[src/rtl/mux_4_1_rr.sv]
// rtl/mux_4_1_rr.sv - 4-to-1 round-robin stream combiner with registered, source-tagged output.
// Optional packet locking (hold the grant until in_last) is enabled by defining PKT_LOCK_EN.
module mux_4_1_rr #(
  parameter int W = 8
) (
  input  logic           clk,
  input  logic           rst_n,
  input  logic [3:0]     in_valid,
  input  logic [4*W-1:0] in_data,
  input  logic [3:0]     in_last,
  output logic [3:0]     in_ready,
  output logic           out_valid,
  output logic [W-1:0]   out_data,
  output logic [1:0]     out_sel,
  output logic           out_last,
  input  logic           out_ready
);

  logic [1:0] rr_ptr;
  logic [1:0] gnt_idx;
  logic [1:0] scan_idx;
  logic       gnt_found;
  logic       slot_free;
  logic       accept;

`ifdef PKT_LOCK_EN
  logic       lock;
  logic [1:0] lock_ch;
`endif

  // Search starts at rr_ptr and wraps; the first valid channel wins.
  always_comb begin
    gnt_found = 1'b0;
    gnt_idx   = rr_ptr;
    scan_idx  = rr_ptr;
    for (int k = 0; k < 4; k++) begin
      scan_idx = rr_ptr + 2'(k);
      if (!gnt_found && in_valid[scan_idx]) begin
        gnt_found = 1'b1;
        gnt_idx   = scan_idx;
      end
    end
`ifdef PKT_LOCK_EN
    if (lock) begin
      gnt_found = in_valid[lock_ch];
      gnt_idx   = lock_ch;
    end
`endif
  end

  assign slot_free = ~out_valid | out_ready;
  assign accept    = gnt_found & slot_free;
  assign in_ready  = (accept & rst_n) ? (4'b0001 << gnt_idx) : 4'b0000;

  always_ff @(posedge clk or negedge rst_n) begin
    if (!rst_n) begin
      out_valid <= 1'b0;
      out_data  <= '0;
      out_sel   <= 2'd0;
      rr_ptr    <= 2'd0;
`ifdef PKT_LOCK_EN
      out_last  <= 1'b0;
      lock      <= 1'b0;
      lock_ch   <= 2'd0;
`endif
    end else if (accept) begin
      out_valid <= 1'b1;
      out_data  <= in_data[gnt_idx*W +: W];
      out_sel   <= gnt_idx;
      // While locked gnt_idx is lock_ch, so the pointer settles at lock_ch+1 on release.
      rr_ptr    <= gnt_idx + 2'd1;
`ifdef PKT_LOCK_EN
      out_last  <= in_last[gnt_idx];
      lock      <= ~in_last[gnt_idx];
      lock_ch   <= gnt_idx;
`endif
    end else if (out_ready) begin
      out_valid <= 1'b0;
    end
  end

`ifndef PKT_LOCK_EN
  logic unused_last;
  assign unused_last = ^in_last;
  assign out_last    = 1'b0;
`endif

endmodule
[config.mk]
export PLATFORM = sky130hd
export DESIGN_NAME = mux_4_1_rr
export DESIGN_NICKNAME = d
export VERILOG_FILES = /design/src/rtl/mux_4_1_rr.sv
export SDC_FILE = /design/constraint.sdc
export NUM_CORES = 1
export LEC_CHECK = 0
export BUFFER_PORTS_ARGS = -buffer_cell sky130_fd_sc_hd__buf_2
export CAP_MARGIN = 20
export CORE_MARGIN = 5
export CORE_UTILIZATION = 40
export CTS_CLUSTER_SIZE = 25
export DETAILED_ROUTE_END_ITERATION = 16
export PLACE_DENSITY = 0.78
export SLEW_MARGIN = 0
export SYNTH_ARGS = -nofsm -noshare
export SYNTH_HDL_FRONTEND = slang
export SYNTH_SLANG_ARGS = --single-unit
[constraint.sdc]
create_clock -name clk -period 2.2 [get_ports clk]
set_input_delay 0.44 -clock clk [delete_from_list [all_inputs] [get_ports clk]]
set_output_delay 0.44 -clock clk [all_outputs]
set_load 0.03 [all_outputs]
; Word level (Yosys, flattened, before mapping)
; Index checks and enable logic that the tools add are counted.
[totals]
input_bits = 43
register_bits = 13
word_cells = 43
output_inout_bits = 16
[classes]
n_addsub = 4
muxes = 18
reduce_logical = 7
bitwise = 4
order_cmp = 4
shifts = 2
[op_table]
columns = op, n
row1 = indexed part select 32 x 6 -> 8 bit, 1
row2 = < comparator 2 x 3 -> 1 bit (second input constant), 4
row3 = 2-to-1 mux 1 bit, 10
row4 = binary-select mux 1 bit (select 2 bit), 4
row5 = 2-to-1 mux 2 bit, 3
row6 = adder 2 x 1 -> 2 bit (second input constant), 2
row7 = adder 2 bit (second input constant), 2
row8 = 2-to-1 mux 4 bit, 1
row9 = << shifter 1 x 2 -> 4 bit (first input constant), 1
row10 = logical AND 1 bit, 3
row11 = logical NOT 1 bit, 3
row12 = bitwise AND 1 bit, 2
row13 = nonzero test 2 bit, 1
row14 = inverter 1 bit, 1
row15 = bitwise OR 1 bit, 1

; Logic depth before layout (Yosys ltp)
[logic_depth]
depth_word = 15
mapped_depth = 6
mapped_depth_nobuf = 5

; Worst setup path after synthesis
; Ideal clock, no wire load.
[synth_path]
kind = input to output
start = input port in_valid[0]
end = output port in_ready[2]
required_ns = 1.760
slack_ns = -0.181
cell_stages = 4
path_buffers = 0
t_arrival_ns = 1.941
cell_sequence = nor2b_1 a2111o_1 and2_1 nor3b_1
[synth_between]
elab_chain_cells = 15
word_cells_on_any_way = 25
cone_classes = shift: 1 / mux: 16 / bitwise: 2 / reduce/logical: 6
[synth_lines]
columns = item, line
row1 = start: declaration, 8  ; input logic [3:0] in_valid,
row2 = binary-select mux 1 bit (select 2 bit), 38  ; if (!gnt_found && in_valid[scan_idx]) begin
row3 = 2-to-1 mux 1 bit (implied by the code), 38
row4 = 2-to-1 mux 1 bit, 38
row5 = logical NOT 1 bit, 38
row6 = logical AND 1 bit, 38
row7 = 2-to-1 mux 1 bit, 38
row8 = logical NOT 1 bit, 38
row9 = logical AND 1 bit, 38
row10 = 2-to-1 mux 1 bit, 38
row11 = logical NOT 1 bit, 38
row12 = logical AND 1 bit, 38
row13 = 2-to-1 mux 1 bit, 38
row14 = bitwise AND 1 bit, 52  ; assign accept = gnt_found & slot_free;
row15 = bitwise AND 1 bit, 53  ; assign in_ready = (accept & rst_n) ? (4'b0001 << gnt_idx) : 4'b0000;
row16 = 2-to-1 mux 4 bit (*), 53
row17 = end: declaration, 11  ; output logic [3:0] in_ready,
; Mark *: on every way between the ends. The rest lies on a longest branch, timed or not. The select of a mux whose other input is x is not followed.

; Worst setup path in the final report
[layout_path]
start = input port in_valid[0]
end = output port in_ready[3]
; The elaborated chain is that of the path after synthesis.

==> results.sh <==
export IMPL_cts_buffer_depth=2
export IMPL_fillers=181
export IMPL_layout_commonest_cell="buf_2"
export IMPL_setup_violations=0
export IMPL_hpwl_mm=1.97
export IMPL_first_pass_iters=4
export IMPL_synthArstFlopShare=1.00
export IMPL_finClkSkew_ns=0.00107
export IMPL_cts_sinks=13
export IMPL_grt_max_degree=18
export IMPL_fp_dieH_um=56.2
export IMPL_viasPerCell=5.19
export IMPL_vias=923
export IMPL_worst_endpoint_arrival_ns=1.71
export IMPL_status="finished clean"
export IMPL_ant_nets=0
export IMPL_port_buffers=53
export IMPL_grt_overflow_total=0
export IMPL_grt_use_total=0.157
export IMPL_synth_seq_area_share=0.381
export IMPL_cts_buffers=3
export IMPL_p_per_area_nw_per_um2=1030
export IMPL_netlist_area_um2=855
export IMPL_mostFrequentLayoutCells="buf_2 (51), nand2_1 (15), mux2i_1 (15), dfrtp_1 (12), buf_4 (9)"
export IMPL_diodes=0
export IMPL_p_total_mw=1.27
export IMPL_synthDistinctLibCells=30
export IMPL_clock_latency_ns=0.27
export IMPL_antenna_found_initial=0
export IMPL_yosysTopAreaCellShare=0.381
export IMPL_yosys_area_top_type="dfrtp_1"
export IMPL_die_x_um=56.2
export IMPL_fin_util=0.617
export IMPL_wl_mm=2.52
export IMPL_root_buffer="clkbuf_4"
export IMPL_drive_gt1_frac=0.477
export IMPL_drt_wirelength_per_cell_um=14.1
export IMPL_dieArea_um2=3160
export IMPL_ff2ff_path_depth=7
export IMPL_syn_nets=135
export IMPL_hold_viol=0
export IMPL_p_leak_nw=0.667
export IMPL_rows=16
export IMPL_ys_warn_count=0
export IMPL_area_growth_pct=44.5
export IMPL_crit_path_end_kind="output pin"
export IMPL_ys_top_cells_by_area="dfrtp_1 (38%), mux2i_1 (18%), o221ai_1 (7.2%), nand2_1 (6.6%), a21o_1 (2.6%)"
export IMPL_initial_core_util=0.427
export IMPL_fmax_ghz=0.466
export IMPL_critical_path_required_ns=1.76
export IMPL_rsz0062_at_grt="true"
export IMPL_ys_flop_type="dfrtp_1"
export IMPL_syn_mean_instance_area_um2=9.29
export IMPL_hold_slack_ns=0.104
export IMPL_synth_edff_count=0
export IMPL_yosys_register_bits=13
export IMPL_crit_type="in2out"
export IMPL_holdCritPathClass="in2async"
export IMPL_clock_tree_htree_level_count=1
export IMPL_critPathLaunchType="input pin"
export IMPL_cts_tree="yes"
export IMPL_irDropWorstVdd_mv=0.501
export IMPL_finalCritPeriodShare=0.976
export IMPL_synth_cells=92
export IMPL_clk_pin_slew_ns=0.08
export IMPL_drv_cap=0
export IMPL_finalMaxSlewViolations=0
export IMPL_drt_iter0_markers=15
export IMPL_grt_pass1_vias=922
export IMPL_ioPinCount=59
export IMPL_holdBufCountCts=0
export IMPL_core_region_area_um2=2000
export IMPL_place_congestion=0.802
export IMPL_drc=0
export IMPL_min_period_ns=2.15
export IMPL_final_nets=195
export IMPL_cp_max_fo=4
export IMPL_grt_pass1_wl_mm=4.03
-- cell usage after synthesis, types with 2 or more instances --
cell type / n
o21ai_0: 2
nor2b_1: 2
dfrtp_1: 13
buf_4: 2
nand2_1: 15
nor3b_1: 2
nor2_1: 6
o221ai_1: 7
and2b_1: 2
o21bai_1: 2
inv_1: 2
nor3_1: 3
mux2i_1: 15
a21o_1: 3
-- through the flow --
step	setup TNS (ns)	cells	instance area, µm²	worst slack, ns
global placement	0	172	1180	0.0621
detailed placement	0	172	1180	0.0380
floorplan	0	92	875	0.0945
finish	0	178	1230	0.0520
CTS	0	177	1220	0.0268
global route	-0.0916	178	1230	-0.0453
-- worst max-delay path, stage by stage --
cell      delay (ns)
buf_2           0.11
nor2b_1         0.17
a2111o_1        0.46
and2_4          0.17
nor3_2          0.17
buf_4           0.19
-- flip-flops by register name (all words and copies together), names as in the netlist --
register	cells
out_sel	2
out_data	8
rr_ptr	2
out_valid	1
-- logic make-up (layout without fill, tap and decap cells) --
family	count (synthesis)	in the layout	share of synthesized area
AND/OR/NAND/NOR	35	35	0.202
AO/OA/AOI/OAI	20	20	0.177
XOR/XNOR	1	1	0.0103
multiplexers	15	15	0.176
other	1	1	0.00439
flip-flops	13	13	0.381
buffers and inverters	7	66	0.0498
-- metal layers --
| layer | global-route usage | wire length [µm] | vias to the layer above |
|---|---|---|---|
| met5 | 0 | 0 | - |
| met4 | 0.0678 | 36 | 0 |
| met3 | 0.0186 | 154 | 4 |
| met2 | 0.306 | 1370 | 37 |
| met1 | 0.165 | 960 | 426 |
| li1 | - | - | 456 |
-- timing repair --
action,CTS,global route
resized for setup,3,4
cloned,0,0
buffers inserted,1,1
endpoints found under the hold margin,0,0
pin swaps,1,2
endpoints found under the setup margin,2,4
-- final cells by class --
cell class              instances  area, µm²  share of cell area
flip-flops and latches         13        327               0.264
repair buffers                 60        323               0.261
clock buffers                   4       26.3              0.0213
multi-input cells              72        518               0.419
well taps                      27       33.8              0.0274
inverters                       2       7.51             0.00608
-- power breakdown --
group	switching [mW]	total, mW	internal, mW
Combinational	0.441	0.733	0.291
Clock	0.0744	0.144	0.0701
Sequential	0.0621	0.393	0.330
Total	0.578	1.27	0.692
-- worst paths after layout --
check | endpoint | slack, ns | from
max | in_ready[3] | 0.05 | in_valid[0]
min | out_sel[1] | 0.10 | rst_n
max reg2reg | out_data[0] | 0.27 | rr_ptr[1]
min reg2reg | out_sel[1] | 0.47 | out_sel[1]
max in group asynchronous | rr_ptr[1] | 1.92 | rst_n
min in group clk | out_valid | 0.43 | out_ready
(Power assumes the default switching activity.)
